==> src/rtl/disp_sched_pkg.sv <==
// Shared types and constants for the display-path scheduler.
package disp_sched_pkg;

    localparam int unsigned DIGIT_NUM_W   = 14;
    localparam int unsigned DEF_MAX_VALUE = 9999;

    typedef enum logic [2:0] {
        ST_IDLE      = 3'd0,
        ST_CONV      = 3'd1,
        ST_WAIT_CONV = 3'd2,
        ST_LOAD      = 3'd3,
        ST_WAIT_TX   = 3'd4,
        ST_HOLD      = 3'd5
    } state_t;

    // Shared refresh/timeout counter width: clog2 of the larger period, at least 1.
    function automatic int unsigned cnt_width(input int unsigned a, input int unsigned b);
        int unsigned m;
        m = (a > b) ? a : b;
        return (m < 2) ? 1 : $clog2(m);
    endfunction

endpackage

==> src/rtl/disp_edge_det.sv <==
// Registers a level and emits a registered one-cycle pulse on its rising edge.
module disp_edge_det (
    input  logic clk,
    input  logic rst,
    input  logic level,
    output logic pulse
);

    logic prev;

    always_ff @(posedge clk or posedge rst) begin
        if (rst) begin
            prev  <= 1'b0;
            pulse <= 1'b0;
        end else begin
            prev  <= level;
            pulse <= level & ~prev;
        end
    end

endmodule

==> src/rtl/disp_sched.sv <==
// Display-path scheduler: latches calculator updates, sequences convert/load,
// refreshes the held value periodically and aborts stalled handshakes.
module disp_sched
    import disp_sched_pkg::*;
#(
    parameter int unsigned REFRESH_CYCLES = 256,
    parameter int unsigned TIMEOUT_CYCLES = 1024,
    parameter int unsigned MAX_VALUE      = DEF_MAX_VALUE
) (
    input  logic                   clk,
    input  logic                   rst,
    input  logic [DIGIT_NUM_W-1:0] upd_num,
    input  logic                   upd_err,
    input  logic                   upd_valid,
    output logic                   upd_ready,
    output logic [DIGIT_NUM_W-1:0] conv_num,
    output logic                   conv_error,
    output logic                   conv_start,
    input  logic                   conv_done,
    output logic                   tx_load,
    input  logic                   tx_done,
    output logic                   busy,
    output logic                   timeout_err
);

    localparam int unsigned CNT_W = cnt_width(REFRESH_CYCLES, TIMEOUT_CYCLES);
    localparam logic [CNT_W-1:0] REFRESH_LAST = CNT_W'(REFRESH_CYCLES - 1);
    localparam logic [CNT_W-1:0] TIMEOUT_LAST = CNT_W'(TIMEOUT_CYCLES - 1);
    localparam logic [CNT_W-1:0] CNT_MAX      = '1;
    localparam logic [DIGIT_NUM_W-1:0] MAX_NUM = DIGIT_NUM_W'(MAX_VALUE);

    state_t           state;
    logic [CNT_W-1:0] cnt;
    logic             conv_evt;
    logic             tx_evt;
    logic             accept;

    disp_edge_det u_conv_edge (
        .clk   (clk),
        .rst   (rst),
        .level (conv_done),
        .pulse (conv_evt)
    );

    disp_edge_det u_tx_edge (
        .clk   (clk),
        .rst   (rst),
        .level (tx_done),
        .pulse (tx_evt)
    );

    // upd_ready is only ever high in IDLE/HOLD, so this is the accept condition.
    assign accept = upd_valid & upd_ready;

    always_ff @(posedge clk or posedge rst) begin
        if (rst) begin
            state       <= ST_IDLE;
            cnt         <= '0;
            conv_num    <= '0;
            conv_error  <= 1'b0;
            conv_start  <= 1'b0;
            tx_load     <= 1'b0;
            upd_ready   <= 1'b1;
            busy        <= 1'b0;
            timeout_err <= 1'b0;
        end else begin
            conv_start <= 1'b0;
            tx_load    <= 1'b0;
            if (cnt != CNT_MAX) begin
                cnt <= cnt + CNT_W'(1);
            end

            unique case (state)
                ST_IDLE, ST_HOLD: begin
                    // A fresh update takes priority over a refresh expiring this cycle.
                    if (accept) begin
                        state       <= ST_CONV;
                        conv_num    <= upd_num;
                        conv_error  <= upd_err | (upd_num > MAX_NUM);
                        timeout_err <= 1'b0;
                        conv_start  <= 1'b1;
                        upd_ready   <= 1'b0;
                        busy        <= 1'b1;
                    end else if (state == ST_HOLD && cnt == REFRESH_LAST) begin
                        state      <= ST_CONV;
                        conv_start <= 1'b1;
                        upd_ready  <= 1'b0;
                        busy       <= 1'b1;
                    end
                end

                ST_CONV: begin
                    state <= ST_WAIT_CONV;
                    cnt   <= '0;
                end

                ST_WAIT_CONV: begin
                    if (conv_evt) begin
                        state   <= ST_LOAD;
                        tx_load <= 1'b1;
                    end else if (cnt == TIMEOUT_LAST) begin
                        state       <= ST_IDLE;
                        timeout_err <= 1'b1;
                        upd_ready   <= 1'b1;
                        busy        <= 1'b0;
                    end
                end

                ST_LOAD: begin
                    state <= ST_WAIT_TX;
                    cnt   <= '0;
                end

                ST_WAIT_TX: begin
                    if (tx_evt) begin
                        state     <= ST_HOLD;
                        cnt       <= '0;
                        upd_ready <= 1'b1;
                        busy      <= 1'b0;
                    end else if (cnt == TIMEOUT_LAST) begin
                        state       <= ST_IDLE;
                        timeout_err <= 1'b1;
                        upd_ready   <= 1'b1;
                        busy        <= 1'b0;
                    end
                end

                default: begin
                    state     <= ST_IDLE;
                    upd_ready <= 1'b1;
                    busy      <= 1'b0;
                end
            endcase
        end
    end

endmodule

==> config.mk <==
export PLATFORM = sky130hd
export DESIGN_NAME = disp_sched
export DESIGN_NICKNAME = d
export VERILOG_FILES = /design/src/rtl/disp_sched_pkg.sv /design/src/rtl/disp_edge_det.sv /design/src/rtl/disp_sched.sv
export SDC_FILE = /design/constraint.sdc
export NUM_CORES = 1
export LEC_CHECK = 0
export BUFFER_PORTS_ARGS = -buffer_cell sky130_fd_sc_hd__buf_2
export CAP_MARGIN = 25
export CELL_PAD_IN_SITES_DETAIL_PLACEMENT = 2
export CELL_PAD_IN_SITES_GLOBAL_PLACEMENT = 2
export CORE_MARGIN = 2
export CORE_UTILIZATION = 25
export CTS_CLUSTER_DIAMETER = 120
export DETAILED_ROUTE_END_ITERATION = 6
export PLACE_DENSITY = 0.64
export SLEW_MARGIN = 40
export SYNTH_ARGS = -nofsm -noshare
export SYNTH_HDL_FRONTEND = slang
export SYNTH_HIERARCHICAL = 1
export SYNTH_SLANG_ARGS = --single-unit
==> constraint.sdc <==
create_clock -name clk -period 3.4 [get_ports clk]
set_clock_uncertainty 0.05 [all_clocks]
set_input_delay 0.51 -clock clk [delete_from_list [all_inputs] [get_ports clk]]
set_output_delay 0.51 -clock clk [all_outputs]
set_load 0.01 [all_outputs]
# Yosys cells after proc, flatten, opt, wreduce, memory -nomap -nowiden
# Index checks and enable logic that the tools add are counted.
[word_totals]
in_bits = 20
wordCells = 73
regBits = 37
output_inout_bits = 20
[op_classes]
mux = 31
n_reduce_logical = 8
addsub = 1
order_cmp = 1
bitwise_logic = 7
eq_ne = 12
[ops]
columns = ["cell", "n"]
rows = [
  ["2-to-1 mux 10 bit", 2],
  ["one-hot mux 10 bit (2 select lines)", 1],
  ["2-to-1 mux 1 bit", 19],
  ["2-to-1 mux 3 bit", 5],
  ["one-hot mux 3 bit (5 select lines)", 1],
  ["> comparator 14 bit (second input constant)", 1],
  ["adder 10 x 1 -> 10 bit (second input constant)", 1],
  ["equality test 10 bit (second input constant)", 1],
  ["equality test 10 x 8 -> 1 bit (second input constant)", 1],
  ["inequality test 10 bit (second input constant)", 1],
  ["one-hot mux 1 bit (4 select lines)", 2],
  ["equality test 3 x 2 -> 1 bit (second input constant)", 2],
  ["equality test 3 bit (second input constant)", 2],
  ["inequality test 2 bit (second input constant)", 3],
  ["AND reduction 4 bit", 1],
  ["OR reduction 2 bit", 2],
  ["AND 1 bit", 3],
  ["equality test 3 x 1 -> 1 bit (second input constant)", 1],
  ["zero test 3 bit", 1],
  ["inequality test 3 bit (second input constant)", 1],
  ["inverter 1 bit", 3],
  ["one-hot mux 1 bit (3 select lines)", 1],
  ["AND reduction 3 bit", 1],
  ["nonzero test 3 bit", 1],
  ["3 further kinds", 3],
]

# Longest topological paths before layout
[depth]
word_depth = 5
ltp_mapped = 6
ltp_nobuf = 5

# Hierarchy
# Netlist, hierarchy kept.
[by_module_without_submodules]
columns = ["module", "area_each_um2", "cells_per_inst", "n_inst", "seq_area_each_um2"]
rows = [
  ["disp_sched", 1634.1, 147, 1, 827.0],
  ["disp_edge_det", 67.6, 4, 2, 50.0],
]

# Worst setup path after synthesis
# No wires, ideal clock.
[synth_path]
path_type = "reg-to-reg"
startpoint = "register cnt[0]"
endpoint = "register upd_ready"
synth_period_minus_slack_ps = 1675
setup_ps = 82
required_time_ps = 3268
t_arrival_ps = 1543
setup_slack_ps = 1725
path_stages_with_launch = 5
path_cell_list = "dfrtp_1 > ha_1 > nand4_4 > o41a_1 > a211o_1"
[synth_via]
elab_chain_len = 4
elab_cells_between_ends = 9
[synth_rtl]
columns = ["element", "line_no", "rtl"]
rows = [
  ["from (decl)", "disp_sched.sv:33", "logic [CNT_W-1:0] cnt;"],
  ["from (signal assigned)", "disp_sched.sv:70", "cnt <= cnt + CNT_W'(1);"],
  ["equality test 10 bit or equality test 10 x 8 -> 1 bit (tied branches)", "disp_sched.sv:101, disp_sched.sv:120, disp_sched.sv:84", ""],
  ["2-to-1 mux 1 bit or logical AND 1 bit (tied branches)", "n/a", ""],
  ["2-to-1 mux 1 bit (tied with other cells)", "n/a", ""],
  ["one-hot mux 1 bit (4 select lines) or AND reduction 3 bit (tied branches)", "n/a", ""],
  ["to (signal assigned)", "disp_sched.sv:104", "upd_ready <= 1'b1;"],
  ["to (signal assigned)", "disp_sched.sv:118", "upd_ready <= 1'b1;"],
  ["to (signal assigned)", "disp_sched.sv:123", "upd_ready <= 1'b1;"],
  ["to (decl)", "disp_sched.sv:15", "output logic upd_ready,"],
]
# Several ways; a longest one is shown, not always the timed one. The select of a mux whose other input is x is not followed.
# A chain may end at the register's enable or synchronous reset.

# Final worst setup path
[layout_path]
startpoint = "register state[2]"
endpoint = "register conv_num[7]"
[layout_via]
elab_chain_len = 3
elab_cells_between_ends = 4
[layout_rtl]
columns = ["element", "line_no", "rtl"]
rows = [
  ["from (decl)", "disp_sched.sv:32", "state_t state;"],
  ["from (signal assigned)", "disp_sched.sv:57", "state <= ST_IDLE;"],
  ["from (signal assigned)", "disp_sched.sv:77", "state <= ST_CONV;"],
  ["from (signal assigned)", "disp_sched.sv:85", "state <= ST_CONV;"],
  ["equality test 3 bit or zero test 3 bit (tied branches)", "disp_sched.sv:73", "unique case (state)"],
  ["OR reduction 2 bit (*)", "disp_sched.sv:73", ""],
  ["AND reduction 2 bit (no source line) (*)", "n/a", ""],
  ["to (signal assigned)", "disp_sched.sv:78", "conv_num <= upd_num;"],
  ["to (decl)", "disp_sched.sv:16", "output logic [DIGIT_NUM_W-1:0] conv_num,"],
]
# Mark *: on every way between the ends. The rest lies on a longest branch, timed or not.

==> impl_metrics.ini <==
[final_layout]
antennaDiodeCount = 0
area_delta_synth_final_pct = 23.4
fin_cells = 293
regArea_um2 = 927
nNetsFinal = 217
final_cell_mix = 39 x buf_2, 36 x dfrtp_1, 14 x mux2_2
postLayoutCoreUtil_pct = 32.0
drive_gt1_share_pct = 38.1
fill_cells = 798
multi_input_area_um2 = 783
postLayoutCellArea_um2 = 2180
final_common_cell = buf_2

[grt]
grt_usage_pct = 12.4
grt_pass1_vias = 1489
grt_max_degree = 34
antenna_found_initial = 0
grt_pass1_wl_mm = 7.45
overflow = 0

[logic_synthesis]
syn_nets = 176
syn-cell-area_um2 = 1770
synthSimpleGateAreaFrac_pct = 18.2
muxShareOfSynthArea_pct = 10.0
ys_seq_area_share_pct = 52.4
syn_inst = 155
synth_cell_types = 43
synth-xor-area-share_pct = 2.48
syn_area_per_cell_um2 = 11.4
synth_top_family_by_area = simple AND/OR/NAND/NOR gates
synth_compound_area_share_pct = 12.8
synth_warnings = 6
synth_fa_ha_area_share_pct = 0.707
yosys_register_bits = 37

[detailed_routing]
antenna_left = 0
viasPerCell = 4.68
drt-pass1-iter-count = 4
drt_iter0_markers = 37
num_vias = 1371
wl_per_cell_um = 14.7
drc = 0
wl_mm = 4.32

[clocking]
cts.repair.resized = 0
cts_root_buf = clkbuf_8
post_cts_buffers = 0
ctsHoldBuffers = 0
clk_pin_slew_ns = 0.08
clock_path_buffers = 2
insertion_delay_ns = 0.28
cts_max_level = 2
cts_tree = done
cts_sinks = 37
cts-buffers-inserted = 5

[floorplanning]
dieHeight_um = 88.1
initial_utilization_pct = 25.9
fp-row-count = 30
core_area_um2 = 6830
num_io_pins = 40
dieArea_um2 = 7770
fp.dieW_um = 88.1

[timing]
tightest_slew_ns = 0.497
setup-violations-final = 0
min_period_ns = 1.94
period_share_pct = 57.0
slew_headroom_pct = 66.9
slew_violations = 0
rsz0062_at_grt = false
hold_viol = 0
max_freq_mhz = 516
setup_tns_ns = 0

[worst_setup_path]
worstPathRequired_ns = 3.52
reg2reg_from = state[2]
cp-end-kind = flip-flop
slowest_delay_ns = 0.66
cpMaxStageDelayCell = dfrtp_1
cp_max_fo = 15
cp.arrival_ns = 2.06
critPathLaunchType = flip-flop
path_cells = xnor2_1 -> nand2b_2 -> nor2_4 -> mux2_2
crit_start = state[2]
critPathKind = reg -> reg

[pwr]
p_per_area_nw_per_um2 = 398
vdd_drop_max_uv = 242
p_leak_nw = 1.05

[placement]
dp_hpwl_mm = 3.22
port_buffers = 39
dp.cells = 285
dpl_cell_area_um2 = 2060
gp_congestion = 0.768

[min_path]
hold_path.class = in -> async

[run]
drv_cap = 0

[run_status]
status = finished, final reports clean
registers in the layout (all words and copies together) (netlist names):
name and count:
u_conv_edge/prev 1, u_tx_edge/prev 1, tx_load 1, cnt 10, timeout_err 1, conv_start 1, u_conv_edge/pulse 1, state 3
conv_error 1, u_tx_edge/pulse 1, upd_ready 1, conv_num 14, busy 1
kinds of logic (layout without fill, tap and decap cells):
family	Yosys count	count (layout)
fa+ha+maj	1	1
compound gates	32	32
xor+xnor	5	5
flops	37	37
mux	16	16
simple gates	51	51
buf+inv	13	55
final timing paths:
check	endpoint	slack [ns]	cells after the start
worst max-delay path	conv_num[7]	1.46	4
worst min-delay path	u_conv_edge/prev	0.03	2
worst max register to register	conv_num[7]	1.46	4
worst min register to register	u_conv_edge/pulse	0.39	1
max in group asynchronous	upd_ready	2.68	3
min in group clk	u_conv_edge/prev	0.30	1
layout make-up:
cell class,count,area share [%]
clock buffers,6,3.78
multi-input cells,105,35.9
flip-flops and latches,37,42.5
repair buffers,41,9.63
inverters,6,1.03
well taps,96,5.50
clock inverters,2,1.72
per-stage QoR:
step / hold WS, ns / setup WS, ns / power, mW
6_report: 0.0306 / 1.46 / 0.870
5_1_grt: 0.0251 / 1.34 / 0.906
4_1_cts: 0.0219 / 1.41 / 0.888
3_5_place_dp: 0.339 / 1.42 / 0.482
3_3_place_gp: 0.334 / 1.44 / 0.482
2_1_floorplan: 0.201 / 1.73 / 0.464
worst max-delay path: cells and delay by family (launching register included):
kind	cells	cell delay (ns)
XOR/XNOR	1	0.19
flip-flops	1	0.66
multiplexers	1	0.39
AND/OR/NAND/NOR	2	0.53
power by group:
part / switching (mW) / internal [mW] / total [mW]
clock: 0.159 / 0.239 / 0.398
sequential: 0.00287 / 0.442 / 0.445
combinational: 0.0152 / 0.0122 / 0.0273
metal layers:
metal  vias up  global-route usage [%]  wire [um]
met3         2                    3.77        215
li1        638                       -          -
met2        34                    19.4       2090
met1       697                    16.9       1980
met4         0                    3.31         29
met5         -                       0          0
synth_stat cells, drive strengths merged:
cell | count | area share (%)
a211o | 1 | 0.50
a211oi | 4 | 1.7
a21boi | 1 | 0.42
a21oi | 5 | 1.4
a2bb2oi | 1 | 0.50
a31o | 1 | 0.50
a31oi | 2 | 0.71
a32oi | 1 | 0.50
and3 | 1 | 0.42
and4 | 3 | 1.6
buf | 4 | 1.4
clkbuf | 3 | 0.64
dfrtp | 36 | 51
dfstp | 1 | 1.5
ha | 1 | 0.71
inv | 6 | 1.3
mux2 | 14 | 8.9
mux2i | 2 | 1.1
nand2 | 6 | 1.3
nand2b | 4 | 1.6
nand3 | 6 | 2.0
nand4 | 1 | 1.2
nand4bb | 1 | 0.92
nor2 | 14 | 3.4
nor2b | 5 | 2.6
nor3 | 5 | 1.4
nor3b | 1 | 0.42
nor4 | 3 | 1.1
o211ai | 1 | 0.42
o21a | 2 | 0.85
o21ai | 5 | 1.4
o22a | 3 | 1.5
o2bb2ai | 1 | 0.50
o31ai | 3 | 1.3
o41a | 1 | 0.64
or3 | 1 | 0.42
xnor2 | 5 | 2.5
(Power assumes the default switching activity.)
